<file path="src/rtl/iir_axi4lite_mc_if.sv">
// AXI4-lite bus bundle for the multi-channel IIR engine.
// slave: the engine side; master: the driving side (CPU or testbench).
interface iir_axi4lite_mc_if #(
    parameter int AW = 12,
    parameter int DW = 32
);
    logic [AW-1:0]   i_axi_awaddr;
    logic            i_axi_awvalid;
    logic            o_axi_awready;
    logic [DW-1:0]   i_axi_wdata;
    logic [DW/8-1:0] i_axi_wstrb;
    logic            i_axi_wvalid;
    logic            o_axi_wready;
    logic [1:0]      o_axi_bresp;
    logic            o_axi_bvalid;
    logic            i_axi_bready;
    logic [AW-1:0]   i_axi_araddr;
    logic            i_axi_arvalid;
    logic            o_axi_arready;
    logic [DW-1:0]   o_axi_rdata;
    logic [1:0]      o_axi_rresp;
    logic            o_axi_rvalid;
    logic            i_axi_rready;

    modport slave (
        input  i_axi_awaddr, i_axi_awvalid,
        input  i_axi_wdata, i_axi_wstrb, i_axi_wvalid,
        input  i_axi_bready,
        input  i_axi_araddr, i_axi_arvalid,
        input  i_axi_rready,
        output o_axi_awready, o_axi_wready,
        output o_axi_bresp, o_axi_bvalid,
        output o_axi_arready,
        output o_axi_rdata, o_axi_rresp, o_axi_rvalid
    );

    modport master (
        output i_axi_awaddr, i_axi_awvalid,
        output i_axi_wdata, i_axi_wstrb, i_axi_wvalid,
        output i_axi_bready,
        output i_axi_araddr, i_axi_arvalid,
        output i_axi_rready,
        input  o_axi_awready, o_axi_wready,
        input  o_axi_bresp, o_axi_bvalid,
        input  o_axi_arready,
        input  o_axi_rdata, o_axi_rresp, o_axi_rvalid
    );
endinterface

</file>
<file path="src/rtl/iir_axi4lite_mc.sv">
// Multi-channel programmable first-order IIR engine behind an AXI4-lite slave.
// Ports: clk_i, rst_i (sync, active-high), bus (AXI4-lite slave), o_irq.
module iir_axi4lite_mc #(
    parameter int AW     = 12,
    parameter int DW     = 32,
    parameter int SW     = 16,
    parameter int FRAC   = 8,
    parameter int DEPTH  = 32,
    parameter int NUM_CH = 2
) (
    input  logic             clk_i,
    input  logic             rst_i,
    iir_axi4lite_mc_if.slave bus,
    output logic             o_irq
);
    localparam int N   = NUM_CH * DEPTH;
    localparam int IW  = (N > 1) ? $clog2(N) : 1;
    localparam int NW  = (DEPTH > 1) ? $clog2(DEPTH) : 1;
    localparam int PW  = 2 * SW;
    localparam int ACW = 2 * SW + 2;

    localparam logic [AW-1:0] A_CTRL   = AW'(32'h000);
    localparam logic [AW-1:0] A_STAT   = AW'(32'h004);
    localparam logic [AW-1:0] A_B0     = AW'(32'h008);
    localparam logic [AW-1:0] A_B1     = AW'(32'h00C);
    localparam logic [AW-1:0] A_A1     = AW'(32'h010);
    localparam logic [AW-1:0] IN_BASE  = AW'(32'h400);
    localparam logic [AW-1:0] OUT_BASE = AW'(32'h800);
    localparam logic [AW-1:0] SPAN     = AW'(4 * N);

    localparam logic [IW-1:0] LAST_IDX = IW'(N - 1);
    localparam logic [NW-1:0] LAST_N   = NW'(DEPTH - 1);
    localparam logic [SW-1:0] B0_RST   = SW'(1 << FRAC);

    localparam logic signed [ACW-1:0] Y_MAX =
        {{(SW+3){1'b0}}, {(SW-1){1'b1}}};
    localparam logic signed [ACW-1:0] Y_MIN =
        {{(SW+3){1'b1}}, {(SW-1){1'b0}}};

    typedef enum logic [2:0] {
        RG_CTRL, RG_STAT, RG_B0, RG_B1,
        RG_A1, RG_IN, RG_OUT, RG_NONE
    } reg_e;

    typedef enum logic [1:0] {
        S_IDLE, S_RD, S_MAC, S_FIN
    } state_e;

    function automatic reg_e decode(input logic [AW-1:0] a);
        logic [AW-1:0] w;
        w = {a[AW-1:2], 2'b00};
        decode = RG_NONE;
        if (w == A_CTRL)
            decode = RG_CTRL;
        else if (w == A_STAT)
            decode = RG_STAT;
        else if (w == A_B0)
            decode = RG_B0;
        else if (w == A_B1)
            decode = RG_B1;
        else if (w == A_A1)
            decode = RG_A1;
        else if (w >= IN_BASE && w < IN_BASE + SPAN)
            decode = RG_IN;
        else if (w >= OUT_BASE && w < OUT_BASE + SPAN)
            decode = RG_OUT;
    endfunction

    function automatic logic [IW-1:0] buf_idx(
        input logic [AW-1:0] a,
        input logic [AW-1:0] base
    );
        logic [AW-1:0] off;
        off = a - base;
        buf_idx = off[IW+1:2];
    endfunction

    function automatic logic [DW-1:0] sext(input logic [SW-1:0] v);
        sext = {{(DW-SW){v[SW-1]}}, v};
    endfunction

    logic [SW-1:0] in_mem  [N];
    logic [SW-1:0] out_mem [N];

    state_e               state;
    logic                 busy;
    logic                 done;
    logic                 irq_en;
    logic signed [SW-1:0] b0, b1, a1;
    logic signed [SW-1:0] x_q, x_prev, y_prev;
    logic [IW-1:0]        idx;
    logic [NW-1:0]        n_cnt;

    logic          aw_rdy;
    logic          bvalid;
    logic [1:0]    bresp;
    logic          ar_rdy;
    logic          rvalid;
    logic [DW-1:0] rdata;
    logic [1:0]    rresp;

    // ---------------- write decode ----------------
    logic          wr_fire;
    reg_e          wr_reg;
    logic [IW-1:0] wr_idx;
    logic [DW-1:0] wdat;
    logic          wr_err;
    logic          in_we;
    logic          start_go;

    assign wr_fire = aw_rdy & bus.i_axi_awvalid & bus.i_axi_wvalid;
    assign wr_reg  = decode(bus.i_axi_awaddr);
    assign wr_idx  = buf_idx(bus.i_axi_awaddr, IN_BASE);
    assign wdat    = bus.i_axi_wdata;

    // Strobes are ignored (partial strobe acts as full) and only the
    // low SW data bits are architecturally meaningful.
    logic unused_wr;
    assign unused_wr = ^{bus.i_axi_wstrb, wdat[DW-1:SW]};

    always_comb begin
        wr_err   = 1'b0;
        in_we    = 1'b0;
        start_go = 1'b0;
        unique case (wr_reg)
            RG_CTRL: start_go = wr_fire & wdat[0] & ~busy;
            RG_STAT: wr_err = 1'b0;
            RG_B0, RG_B1, RG_A1: wr_err = busy;
            RG_IN: begin
                wr_err = busy;
                in_we  = wr_fire & ~busy;
            end
            default: wr_err = 1'b1;
        endcase
    end

    // ---------------- MAC datapath ----------------
    logic signed [PW-1:0]  p_b0, p_b1, p_a1;
    logic signed [ACW-1:0] acc, acc_sh;
    logic signed [SW-1:0]  y_sat;

    always_comb begin
        p_b0   = PW'(b0) * PW'(x_q);
        p_b1   = PW'(b1) * PW'(x_prev);
        p_a1   = PW'(a1) * PW'(y_prev);
        acc    = ACW'(p_b0) + ACW'(p_b1) + ACW'(p_a1);
        acc_sh = acc >>> FRAC;
        if (acc_sh > Y_MAX)
            y_sat = Y_MAX[SW-1:0];
        else if (acc_sh < Y_MIN)
            y_sat = Y_MIN[SW-1:0];
        else
            y_sat = acc_sh[SW-1:0];
    end

    // ------------- write channel, regs, FSM -------------
    always_ff @(posedge clk_i) begin
        if (rst_i) begin
            aw_rdy <= 1'b0;
            bvalid <= 1'b0;
            bresp  <= 2'b00;
            irq_en <= 1'b0;
            done   <= 1'b0;
            busy   <= 1'b0;
            b0     <= B0_RST;
            b1     <= '0;
            a1     <= '0;
            state  <= S_IDLE;
            idx    <= '0;
            n_cnt  <= '0;
            x_q    <= '0;
            x_prev <= '0;
            y_prev <= '0;
            o_irq  <= 1'b0;
        end else begin
            aw_rdy <= ~aw_rdy & bus.i_axi_awvalid
                    & bus.i_axi_wvalid & ~bvalid;
            if (wr_fire) begin
                bvalid <= 1'b1;
                bresp  <= wr_err ? 2'b10 : 2'b00;
                unique case (wr_reg)
                    RG_CTRL: irq_en <= wdat[1];
                    RG_STAT: if (wdat[0]) done <= 1'b0;
                    RG_B0:   if (!busy) b0 <= wdat[SW-1:0];
                    RG_B1:   if (!busy) b1 <= wdat[SW-1:0];
                    RG_A1:   if (!busy) a1 <= wdat[SW-1:0];
                    default: ;
                endcase
            end else if (bvalid && bus.i_axi_bready) begin
                bvalid <= 1'b0;
            end

            o_irq <= done & irq_en;

            // FSM updates come last so FIN's DONE set wins
            // over a same-cycle DONE clear.
            unique case (state)
                S_IDLE: begin
                    if (start_go) begin
                        state  <= S_RD;
                        busy   <= 1'b1;
                        done   <= 1'b0;
                        idx    <= '0;
                        n_cnt  <= '0;
                        x_prev <= '0;
                        y_prev <= '0;
                    end
                end
                S_RD: begin
                    x_q   <= in_mem[idx];
                    state <= S_MAC;
                end
                S_MAC: begin
                    idx <= idx + IW'(1);
                    // Channel boundary: next channel starts from rest.
                    if (n_cnt == LAST_N) begin
                        n_cnt  <= '0;
                        x_prev <= '0;
                        y_prev <= '0;
                    end else begin
                        n_cnt  <= n_cnt + NW'(1);
                        x_prev <= x_q;
                        y_prev <= y_sat;
                    end
                    state <= (idx == LAST_IDX) ? S_FIN : S_RD;
                end
                S_FIN: begin
                    busy  <= 1'b0;
                    done  <= 1'b1;
                    state <= S_IDLE;
                end
                default: state <= S_IDLE;
            endcase
        end
    end

    // Sample buffers are never cleared by reset.
    always_ff @(posedge clk_i) begin
        if (in_we && !rst_i)
            in_mem[wr_idx] <= wdat[SW-1:0];
        if (state == S_MAC)
            out_mem[idx] <= y_sat;
    end

    // ---------------- read channel ----------------
    logic          rd_fire;
    reg_e          rd_reg;
    logic [IW-1:0] rd_in_idx;
    logic [IW-1:0] rd_out_idx;

    assign rd_fire    = ar_rdy & bus.i_axi_arvalid;
    assign rd_reg     = decode(bus.i_axi_araddr);
    assign rd_in_idx  = buf_idx(bus.i_axi_araddr, IN_BASE);
    assign rd_out_idx = buf_idx(bus.i_axi_araddr, OUT_BASE);

    always_ff @(posedge clk_i) begin
        if (rst_i) begin
            ar_rdy <= 1'b0;
            rvalid <= 1'b0;
            rdata  <= '0;
            rresp  <= 2'b00;
        end else begin
            ar_rdy <= ~ar_rdy & bus.i_axi_arvalid & ~rvalid;
            if (rd_fire) begin
                rvalid <= 1'b1;
                rresp  <= 2'b00;
                unique case (rd_reg)
                    RG_CTRL: rdata <= DW'({irq_en, 1'b0});
                    RG_STAT: rdata <= DW'({busy, done});
                    RG_B0:   rdata <= sext(b0);
                    RG_B1:   rdata <= sext(b1);
                    RG_A1:   rdata <= sext(a1);
                    RG_IN:   rdata <= sext(in_mem[rd_in_idx]);
                    RG_OUT:  rdata <= sext(out_mem[rd_out_idx]);
                    default: begin
                        rdata <= '0;
                        rresp <= 2'b10;
                    end
                endcase
            end else if (rvalid && bus.i_axi_rready) begin
                rvalid <= 1'b0;
            end
        end
    end

    assign bus.o_axi_awready = aw_rdy;
    assign bus.o_axi_wready  = aw_rdy;
    assign bus.o_axi_bvalid  = bvalid;
    assign bus.o_axi_bresp   = bresp;
    assign bus.o_axi_arready = ar_rdy;
    assign bus.o_axi_rvalid  = rvalid;
    assign bus.o_axi_rdata   = rdata;
    assign bus.o_axi_rresp   = rresp;
endmodule

</file>
<file path="src/flat_wrapper.sv">
// flat-port wrapper written by rule: the top's interface ports become plain ports
module iir_axi4lite_mc_flat 
#(
    parameter int AW     = 12,
    parameter int DW     = 32,
    parameter int SW     = 16,
    parameter int FRAC   = 8,
    parameter int DEPTH  = 32,
    parameter int NUM_CH = 2
)
  (clk_i, rst_i, o_irq, bus_i_axi_awaddr, bus_i_axi_awvalid, bus_i_axi_wdata, bus_i_axi_wstrb, bus_i_axi_wvalid, bus_i_axi_bready, bus_i_axi_araddr, bus_i_axi_arvalid, bus_i_axi_rready, bus_o_axi_awready, bus_o_axi_wready, bus_o_axi_bresp, bus_o_axi_bvalid, bus_o_axi_arready, bus_o_axi_rdata, bus_o_axi_rresp, bus_o_axi_rvalid);
  iir_axi4lite_mc_if #(.AW(AW), .DW(DW)) bus_i ();
  input  logic clk_i;
  input  logic rst_i;
  output logic o_irq;
  input wire logic [$bits(bus_i.i_axi_awaddr)-1:0] bus_i_axi_awaddr;
  input wire logic [$bits(bus_i.i_axi_awvalid)-1:0] bus_i_axi_awvalid;
  input wire logic [$bits(bus_i.i_axi_wdata)-1:0] bus_i_axi_wdata;
  input wire logic [$bits(bus_i.i_axi_wstrb)-1:0] bus_i_axi_wstrb;
  input wire logic [$bits(bus_i.i_axi_wvalid)-1:0] bus_i_axi_wvalid;
  input wire logic [$bits(bus_i.i_axi_bready)-1:0] bus_i_axi_bready;
  input wire logic [$bits(bus_i.i_axi_araddr)-1:0] bus_i_axi_araddr;
  input wire logic [$bits(bus_i.i_axi_arvalid)-1:0] bus_i_axi_arvalid;
  input wire logic [$bits(bus_i.i_axi_rready)-1:0] bus_i_axi_rready;
  output wire logic [$bits(bus_i.o_axi_awready)-1:0] bus_o_axi_awready;
  output wire logic [$bits(bus_i.o_axi_wready)-1:0] bus_o_axi_wready;
  output wire logic [$bits(bus_i.o_axi_bresp)-1:0] bus_o_axi_bresp;
  output wire logic [$bits(bus_i.o_axi_bvalid)-1:0] bus_o_axi_bvalid;
  output wire logic [$bits(bus_i.o_axi_arready)-1:0] bus_o_axi_arready;
  output wire logic [$bits(bus_i.o_axi_rdata)-1:0] bus_o_axi_rdata;
  output wire logic [$bits(bus_i.o_axi_rresp)-1:0] bus_o_axi_rresp;
  output wire logic [$bits(bus_i.o_axi_rvalid)-1:0] bus_o_axi_rvalid;
  assign bus_i.i_axi_awaddr = bus_i_axi_awaddr;
  assign bus_i.i_axi_awvalid = bus_i_axi_awvalid;
  assign bus_i.i_axi_wdata = bus_i_axi_wdata;
  assign bus_i.i_axi_wstrb = bus_i_axi_wstrb;
  assign bus_i.i_axi_wvalid = bus_i_axi_wvalid;
  assign bus_i.i_axi_bready = bus_i_axi_bready;
  assign bus_i.i_axi_araddr = bus_i_axi_araddr;
  assign bus_i.i_axi_arvalid = bus_i_axi_arvalid;
  assign bus_i.i_axi_rready = bus_i_axi_rready;
  assign bus_o_axi_awready = bus_i.o_axi_awready;
  assign bus_o_axi_wready = bus_i.o_axi_wready;
  assign bus_o_axi_bresp = bus_i.o_axi_bresp;
  assign bus_o_axi_bvalid = bus_i.o_axi_bvalid;
  assign bus_o_axi_arready = bus_i.o_axi_arready;
  assign bus_o_axi_rdata = bus_i.o_axi_rdata;
  assign bus_o_axi_rresp = bus_i.o_axi_rresp;
  assign bus_o_axi_rvalid = bus_i.o_axi_rvalid;
  iir_axi4lite_mc #(.AW(AW), .DW(DW), .SW(SW), .FRAC(FRAC), .DEPTH(DEPTH), .NUM_CH(NUM_CH)) u_core (.clk_i(clk_i), .rst_i(rst_i), .bus(bus_i), .o_irq(o_irq));
endmodule
</file>
<file path="config.mk">
export PLATFORM = sky130hd
export DESIGN_NAME = iir_axi4lite_mc_flat
export DESIGN_NICKNAME = d
export VERILOG_FILES = /design/src/rtl/iir_axi4lite_mc_if.sv /design/src/rtl/iir_axi4lite_mc.sv /design/src/flat_wrapper.sv
export SDC_FILE = /design/constraint.sdc
export NUM_CORES = 2
export LEC_CHECK = 0
export BUFFER_PORTS_ARGS = -buffer_cell sky130_fd_sc_hd__buf_2
export CAP_MARGIN = 25
export CELL_PAD_IN_SITES_DETAIL_PLACEMENT = 0
export CELL_PAD_IN_SITES_GLOBAL_PLACEMENT = 1
export CORE_MARGIN = 2
export CORE_UTILIZATION = 30
export CTS_BUF_LIST = sky130_fd_sc_hd__clkbuf_4 sky130_fd_sc_hd__clkbuf_8
export DETAILED_ROUTE_END_ITERATION = 16
export HOLD_SLACK_MARGIN = 0.03
export PLACE_DENSITY = 0.46
export SLEW_MARGIN = 20
export SYNTH_ARGS = -nofsm -noshare
export SYNTH_HDL_FRONTEND = slang
export SYNTH_SLANG_ARGS = --single-unit
</file>
<file path="constraint.sdc">
create_clock -name clk_i -period 11.5 [get_ports clk_i]
set_input_delay 0.575 -clock clk_i [delete_from_list [all_inputs] [get_ports clk_i]]
set_output_delay 0.575 -clock clk_i [all_outputs]
set_load 0.05 [all_outputs]
</file>
# [Word-level counts from Yosys, hierarchy flattened]
# Memory sizes are Yosys's and may differ from the RTL's. A register that Yosys moved wholly into a read port is not among the register bits.
# Cells that the tools add are included.
[totals] inputBits=67 ramBits=2048 wordCells=159 memories=2 output_inout_bits=42 latchBits=0 mem_bits_ro=0 register_bits=137
[classes] mux=50 div_mod_pow=0 bitwise_logic=17 n_lt_le_gt_ge=10 n_addsub=7 shift=0 eq_ne=25 reduce_logical=26 multipliers=3
[mem_list] memory="u_core.in_mem" words=64 width=16 read_ports=2 rd_clocked_by_memory_dff=1 write_ports=1 line_no="iir_axi4lite_mc.sv:82" rtl="logic [SW-1:0] in_mem [N];"
[mem_list] memory="u_core.out_mem" words=64 width=16 read_ports=1 rd_clocked_by_memory_dff=0 write_ports=1 line_no="iir_axi4lite_mc.sv:83" rtl="logic [SW-1:0] out_mem [N];"
[ops] operator="one-hot mux 32 bit (7 select lines)" n=1
[ops] operator="multiplier 16 x 16 -> 32 bit" n=3
[ops] operator="two-way mux 16 bit" n=5
[ops] operator="one-hot mux 16 bit (2 select lines)" n=2
[ops] operator="== test 10 x 2 -> 1 bit (second input constant)" n=4
[ops] operator="two-way mux 3 bit" n=12
[ops] operator="adder 33 x 32 -> 34 bit" n=1
[ops] operator="adder 32 x 32 -> 33 bit" n=1
[ops] operator="greater-than comparator 26 x 16 -> 1 bit (second input constant)" n=1
[ops] operator="< comparator 26 x 16 -> 1 bit (second input constant)" n=1
[ops] operator=">= comparator 12 x 11 -> 1 bit (second input constant)" n=2
[ops] operator=">= comparator 12 bit (second input constant)" n=2
[ops] operator="< comparator 12 x 11 -> 1 bit (second input constant)" n=2
[ops] operator="< comparator 12 bit (second input constant)" n=2
[ops] operator="subtractor 8 x 1 -> 8 bit (second input constant)" n=3
[ops] operator="== test 10 x 1 -> 1 bit (second input constant)" n=2
[ops] operator="== test 10 x 3 -> 1 bit (second input constant)" n=2
[ops] operator="logical NOT 10 bit" n=2
[ops] operator="two-way mux 1 bit" n=17
[ops] operator="== test 3 bit (second input constant)" n=5
[ops] operator="bitwise AND 1 bit" n=12
[ops] operator="== test 3 x 2 -> 1 bit (second input constant)" n=4
[ops] operator="one-hot mux 6 bit (2 select lines)" n=1
[ops] operator="two-way mux 5 bit" n=2
[ops] operator="24 further kinds" n=49

# [Depth between registers and ports, before layout]
[depth] ltp_word=14 mapped_depth=34 ltp_nobuf=30

# [Worst setup path after synthesis]
# Ideal clock, no wire load.
[synth_path] path_kind="register to register" startpoint="register u_core.a1[15]" endpoint="memory u_core.out_mem[0][10] (data pin)" required_ps=10986 n_path_buf=2 t_arrival_ps=9790 setup_slack_ps=1196 path_stages_with_launch=30 cell_sequence="dfxtp_1 and2_1 inv_1 fa_1 fa_1 inv_1 fa_1 inv_1 fa_1 inv_1 fa_1 fa_1 fa_1 fa_1 inv_1 fa_1 inv_1 ha_1 clkbuf_1 a21oi_1 o21ai_0 a211oi_1 nand2_1 o21ai_1 o221ai_1 xnor2_2 o41ai_2 clkbuf_1 nand2_1 nand2_1"
[synth_via] elab_chain_cells=5 word_cells_on_any_way=6 cone_classes="add/sub (1); mul (1); order compare (2); mux (2)"
[synth_lines] item="from (decl)" line_no="iir_axi4lite_mc.sv:89" rtl="logic signed [SW-1:0] b0, b1, a1;"
[synth_lines] item="from (signal assigned)" line_no="iir_axi4lite_mc.sv:186" rtl="RG_A1: if (!busy) a1 <= wdat[SW-1:0];"
[synth_lines] item="multiplier 16 x 16 -> 32 bit *" line_no="iir_axi4lite_mc.sv:145" rtl="p_a1 = PW'(a1) * PW'(y_prev);"
[synth_lines] item="adder 33 x 32 -> 34 bit *" line_no="iir_axi4lite_mc.sv:146" rtl="acc = ACW'(p_b0) + ACW'(p_b1) + ACW'(p_a1);"
[synth_lines] item="< comparator 26 x 16 -> 1 bit" line_no="iir_axi4lite_mc.sv:150" rtl="else if (acc_sh < Y_MIN)"
[synth_lines] item="two-way mux 16 bit" line_no="iir_axi4lite_mc.sv:150"
[synth_lines] item="two-way mux 16 bit *" line_no="iir_axi4lite_mc.sv:148" rtl="if (acc_sh > Y_MAX)"
[synth_lines] item="named net u_core.y_sat[10]" line_no="iir_axi4lite_mc.sv:140" rtl="logic signed [SW-1:0] y_sat;"
[synth_lines] item="to (decl)" line_no="iir_axi4lite_mc.sv:83"
# Mark *: on every way through the listed nets, which the timed path passes. The rest lies on a longest branch.

# [Worst setup path after layout]
[layout_path] startpoint="register u_core.x_prev[1]" endpoint="memory u_core.out_mem[25][7] (data pin)"
[layout_via] elab_chain_cells=6 word_cells_on_any_way=7 cone_classes="add/sub (2); mul (1); order compare (2); mux (2)"
[layout_lines] item="from (decl)" line_no="iir_axi4lite_mc.sv:90" rtl="logic signed [SW-1:0] x_q, x_prev, y_prev;"
[layout_lines] item="from (signal assigned)" line_no="iir_axi4lite_mc.sv:222" rtl="x_prev <= x_q;"
[layout_lines] item="multiplier 16 x 16 -> 32 bit *" line_no="iir_axi4lite_mc.sv:144" rtl="p_b1 = PW'(b1) * PW'(x_prev);"
[layout_lines] item="adder 32 x 32 -> 33 bit *" line_no="iir_axi4lite_mc.sv:146"
[layout_lines] item="adder 33 x 32 -> 34 bit *" line_no="iir_axi4lite_mc.sv:146"
[layout_lines] item="< comparator 26 x 16 -> 1 bit" line_no="iir_axi4lite_mc.sv:150"
[layout_lines] item="two-way mux 16 bit" line_no="iir_axi4lite_mc.sv:150"
[layout_lines] item="two-way mux 16 bit *" line_no="iir_axi4lite_mc.sv:148"
[layout_lines] item="named net u_core.y_sat[7]" line_no="iir_axi4lite_mc.sv:140"
# Marked as above.

==> flow_metrics.tcl <==
set metrics [dict create \
    detail_route.vias_per_cell 5.13 \
    port-buffer-count 82 \
    clock_latency_ns 1.16 \
    root_buffer "sky130_fd_sc_hd__clkbuf_8" \
    crit_path_end_kind "flop" \
    synth_largest_type_area_fraction_pct 50.0 \
    critPathLaunchType "flop" \
    grt_max_degree 70 \
    timing_hold_violations_final 0 \
    routed_wl_mm 440 \
    critical_path.max_fanout 64 \
    dp_hpwl_mm 292 \
    track_usage_pct 21.1 \
    area.growth.synth_to_final_pct 13.6 \
    finish.net_count 9607 \
    syn_area_per_cell_sq_um 15.1 \
    drt-wirelength-per-cell_um 31.0 \
    number_of_fill_cells 39800 \
    remaining_global_route_overflow 0 \
    status "complete, no violations" \
    chipWidth_um 644 \
    core_area_sq_um 409000 \
    area.sequential_sq_um 64200 \
    post-route-drc-count 0 \
    share_of_cells_above_drive_strength_1_pct 23.2 \
    finalWorstPathRequiredPeriod_ns 10.26 \
    vias_in_the_first_global_route 78500 \
    ys.flop_type "sky130_fd_sc_hd__edfxtp_1" \
    cts_made_buffers 394 \
    worst-slew-pin-transition_ns 1.13 \
    critPathRequiredTime_ns 12.22 \
    peak_clock_frequency_supported_by_timing_ghz 0.0974 \
    post-synth-top-count-cell "sky130_fd_sc_hd__edfxtp_1" \
    clock-skew-final_ns 0.177 \
    post_cts_buffers 0 \
    slew_viol_final 0 \
    cp_data_arrival_time_ns 10.98 \
    global_route_wire_length_before_repair_mm 618 \
    rsz0062_at_grt "false" \
    syn-instance-count 8123 \
    yosys_register_bits 2183 \
    yosysUniqueCellTypes 80 \
    placement_rows 235 \
    multi_input_area_sq_um 53800 \
    post-synth-top-area-cell "sky130_fd_sc_hd__edfxtp_1" \
    max-vdd-ir-drop_mv 0.231 \
    synth_seq_area_share_pct 52.2 \
    synthTopCellsByArea "sky130_fd_sc_hd__edfxtp_1 (50%), sky130_fd_sc_hd__fa_1 (15%), sky130_fd_sc_hd__mux4_2 (14%)" \
    initial_antenna_violation_count 32 \
    relative_slew_slack_pct 24.5 \
    antenna_left 0 \
    p_leak_nw 49.4 \
    die_area_sq_um 415000 \
    cts.sinks 2183 \
    tritoncts "yes" \
    power.density_cell_area_nw_per_um2 151 \
    async_flop_share_pct 0 \
    count_of_routing_violations_after_the_opening_detailed_route_iteration 6803 \
    synth_enable_flop_cells 2048 \
    gp_congestion 0.814 \
    initial_utilization_pct 30.1 \
    via_count 72800 \
    min_path_type "primary input to flop" \
    cts-root-to-sink-buffers 4 \
    max_cap_violations 0 \
    yosysWarningCount 0 \
    critical_path_class "flop to flop" \
    ys_top_cells_by_count "sky130_fd_sc_hd__edfxtp_1 (2048), sky130_fd_sc_hd__inv_1 (1029), sky130_fd_sc_hd__fa_1 (931)" \
    report.final.setup_viol 0 \
    die_height_um 644 \
    cts.htree.levels 5 \
    io_pins 109 \
    fin_worst_hold_slack_ns 0.144 \
    final_period_utilization_pct 89.3 \
    finalSetupTns_ns 0 \
    synth.cell_area_sq_um 123000 \
    drt_first_pass_iters 6 \
    cts.reportedPaths.clkPinSlew_ns 0.05 \
]
path summary, 6_finish.rpt:
| check | startpoint | endpoint | slack [ns] | cells past startpoint |
|---|---|---|---|---|
| max | u_core.x_prev[1]$_SDFFE_PP0P_ | u_core.out_mem[25][7]$_DFFE_PP_ | 1.24 | 25 |
| min | bus_i_axi_wvalid | u_core.bus.o_axi_bresp[1]$_SDFFE_PP0P_ | 0.14 | 4 |
| max reg2reg | u_core.x_prev[1]$_SDFFE_PP0P_ | u_core.out_mem[25][7]$_DFFE_PP_ | 1.24 | 25 |
| min reg2reg | u_core.bus.o_axi_bvalid$_SDFFE_PP0P_ | u_core.bus.o_axi_awready$_SDFF_PP0_ | 0.44 | 1 |
stage by stage:
| step | util (%) | instances | power, mW | setup WS, ns | cell area (sq um) |
|---|---|---|---|---|---|
| global placement | 32.2 | 13400 | 13.8 | 0.953 | 131000 |
| global route | 34.1 | 14200 | 21.9 | 0.679 | 140000 |
| detailed placement | 32.2 | 13400 | 13.9 | 1.09 | 132000 |
| floorplan | - | 8124 | 12.1 | 1.20 | 123000 |
| CTS | 34.1 | 14200 | 21.3 | 1.02 | 140000 |
| finish | 34.1 | 14200 | 21.1 | 1.24 | 140000 |
cells in the final DEF, fill, tap and decap left out, types with 29 or more instances in the layout:
master | netlist | final
sky130_fd_sc_hd__dfxtp_1 | 135 | 126
sky130_fd_sc_hd__a22oi_1 | 87 | 87
sky130_fd_sc_hd__a31oi_1 | 29 | 29
sky130_fd_sc_hd__clkbuf_8 | 0 | 404
sky130_fd_sc_hd__o21ai_0 | 106 | 106
sky130_fd_sc_hd__and2_1 | 406 | 403
sky130_fd_sc_hd__clkinv_2 | 0 | 45
sky130_fd_sc_hd__a211oi_1 | 42 | 42
sky130_fd_sc_hd__mux2i_1 | 85 | 85
sky130_fd_sc_hd__nand2_1 | 606 | 592
sky130_fd_sc_hd__mux4_2 | 738 | 738
sky130_fd_sc_hd__nand2b_1 | 39 | 39
sky130_fd_sc_hd__fa_1 | 931 | 931
sky130_fd_sc_hd__nor2_4 | 0 | 88
sky130_fd_sc_hd__buf_2 | 15 | 77
sky130_fd_sc_hd__buf_4 | 19 | 259
sky130_fd_sc_hd__inv_1 | 1029 | 1029
sky130_fd_sc_hd__a221oi_1 | 106 | 106
sky130_fd_sc_hd__a22o_1 | 35 | 35
sky130_fd_sc_hd__a21oi_1 | 208 | 208
sky130_fd_sc_hd__clkinv_1 | 1 | 99
sky130_fd_sc_hd__clkbuf_4 | 0 | 132
sky130_fd_sc_hd__edfxtp_1 | 2048 | 2048
sky130_fd_sc_hd__xnor2_1 | 34 | 34
sky130_fd_sc_hd__mux2_2 | 98 | 98
sky130_fd_sc_hd__a221o_1 | 46 | 46
sky130_fd_sc_hd__nor2_2 | 0 | 44
sky130_fd_sc_hd__nand3_1 | 40 | 40
sky130_fd_sc_hd__ha_1 | 205 | 204
sky130_fd_sc_hd__nor2_1 | 305 | 173
power by group:
part / leakage [nW] / total, mW / internal [mW] / switching [mW]
Clock: 4.08 / 7.35 / 3.85 / 3.49
Combinational: 25.9 / 3.44 / 0.897 / 2.54
Sequential: 19.5 / 10.3 / 10.2 / 0.108
Total: 49.4 / 21.1 / 14.9 / 6.15
repair_timing:
item / CTS / global route
resized for setup: 0 / 0
hold endpoints to repair: 76 / 0
hold buffers: 18 / 0
critical path, cell delays in order, from the launching register on:
cell and delay (ns):
sky130_fd_sc_hd__dfxtp_1 0.97, sky130_fd_sc_hd__nand2_1 0.38, sky130_fd_sc_hd__fa_1 0.64, sky130_fd_sc_hd__fa_1 0.55, sky130_fd_sc_hd__inv_1 0.31, sky130_fd_sc_hd__fa_1 0.51, sky130_fd_sc_hd__fa_1 0.60, sky130_fd_sc_hd__fa_1 0.46
sky130_fd_sc_hd__fa_1 0.53, sky130_fd_sc_hd__fa_1 0.44, sky130_fd_sc_hd__fa_1 0.50, sky130_fd_sc_hd__inv_1 0.05, sky130_fd_sc_hd__fa_1 0.48, sky130_fd_sc_hd__inv_1 0.04, sky130_fd_sc_hd__ha_1 0.37, sky130_fd_sc_hd__a21oi_1 0.33
sky130_fd_sc_hd__o211ai_1 0.14, sky130_fd_sc_hd__a211oi_1 0.48, sky130_fd_sc_hd__nand2_1 0.13, sky130_fd_sc_hd__o21ai_1 0.22, sky130_fd_sc_hd__o221ai_1 0.27, sky130_fd_sc_hd__xnor2_4 0.28, sky130_fd_sc_hd__a41o_1 0.32, sky130_fd_sc_hd__buf_4 0.37
sky130_fd_sc_hd__a21bo_2 0.29, sky130_fd_sc_hd__buf_12 0.17
cells by family (layout without fill, tap and decap cells):
family / count (synthesis) / after routing / share of synthesized area [%]
flops: 2183 / 2183 / 52.2
buf+inv: 1541 / 2138 / 4.79
simple gates: 1506 / 1506 / 5.78
fa+ha+maj: 1136 / 1136 / 17.3
mux: 921 / 921 / 15.1
compound gates: 788 / 788 / 4.47
xor+xnor: 47 / 47 / 0.347
other cells: 1 / 15 / 0.00305
flip-flops by register name (all words and copies together) (netlist names), 2 cells and up:
signal                  flops
u_core.b0                  16
u_core.x_q                 16
u_core.idx                  6
u_core.x_prev              16
u_core.n_cnt                5
u_core.in_mem            1024
u_core.a1                  16
u_core.state                2
u_core.y_prev              16
u_core.bus.o_axi_rdata     16
u_core.out_mem           1024
u_core.b1                  16
layout make-up:
type / count / area share, %
Multi-Input combinational cell: 4400 / 38.5
Antenna cell: 13 / 0.0233
Tap cell: 5451 / 4.89
Sequential cell: 2183 / 46.0
Inverter: 1032 / 2.78
Timing Repair Buffer: 393 / 2.27
Clock inverter: 178 / 0.832
Clock buffer: 535 / 4.68
routing by layer:
layer	global-route usage [%]	vias to the layer above	share of wire, %
li1	-	30200	-
met1	28.7	39600	44
met2	35.0	2372	48
met3	2.60	650	5.0
met4	6.92	6	3.5
met5	0	-	0.015
No activity file was read; power rests on OpenSTA's default activity.
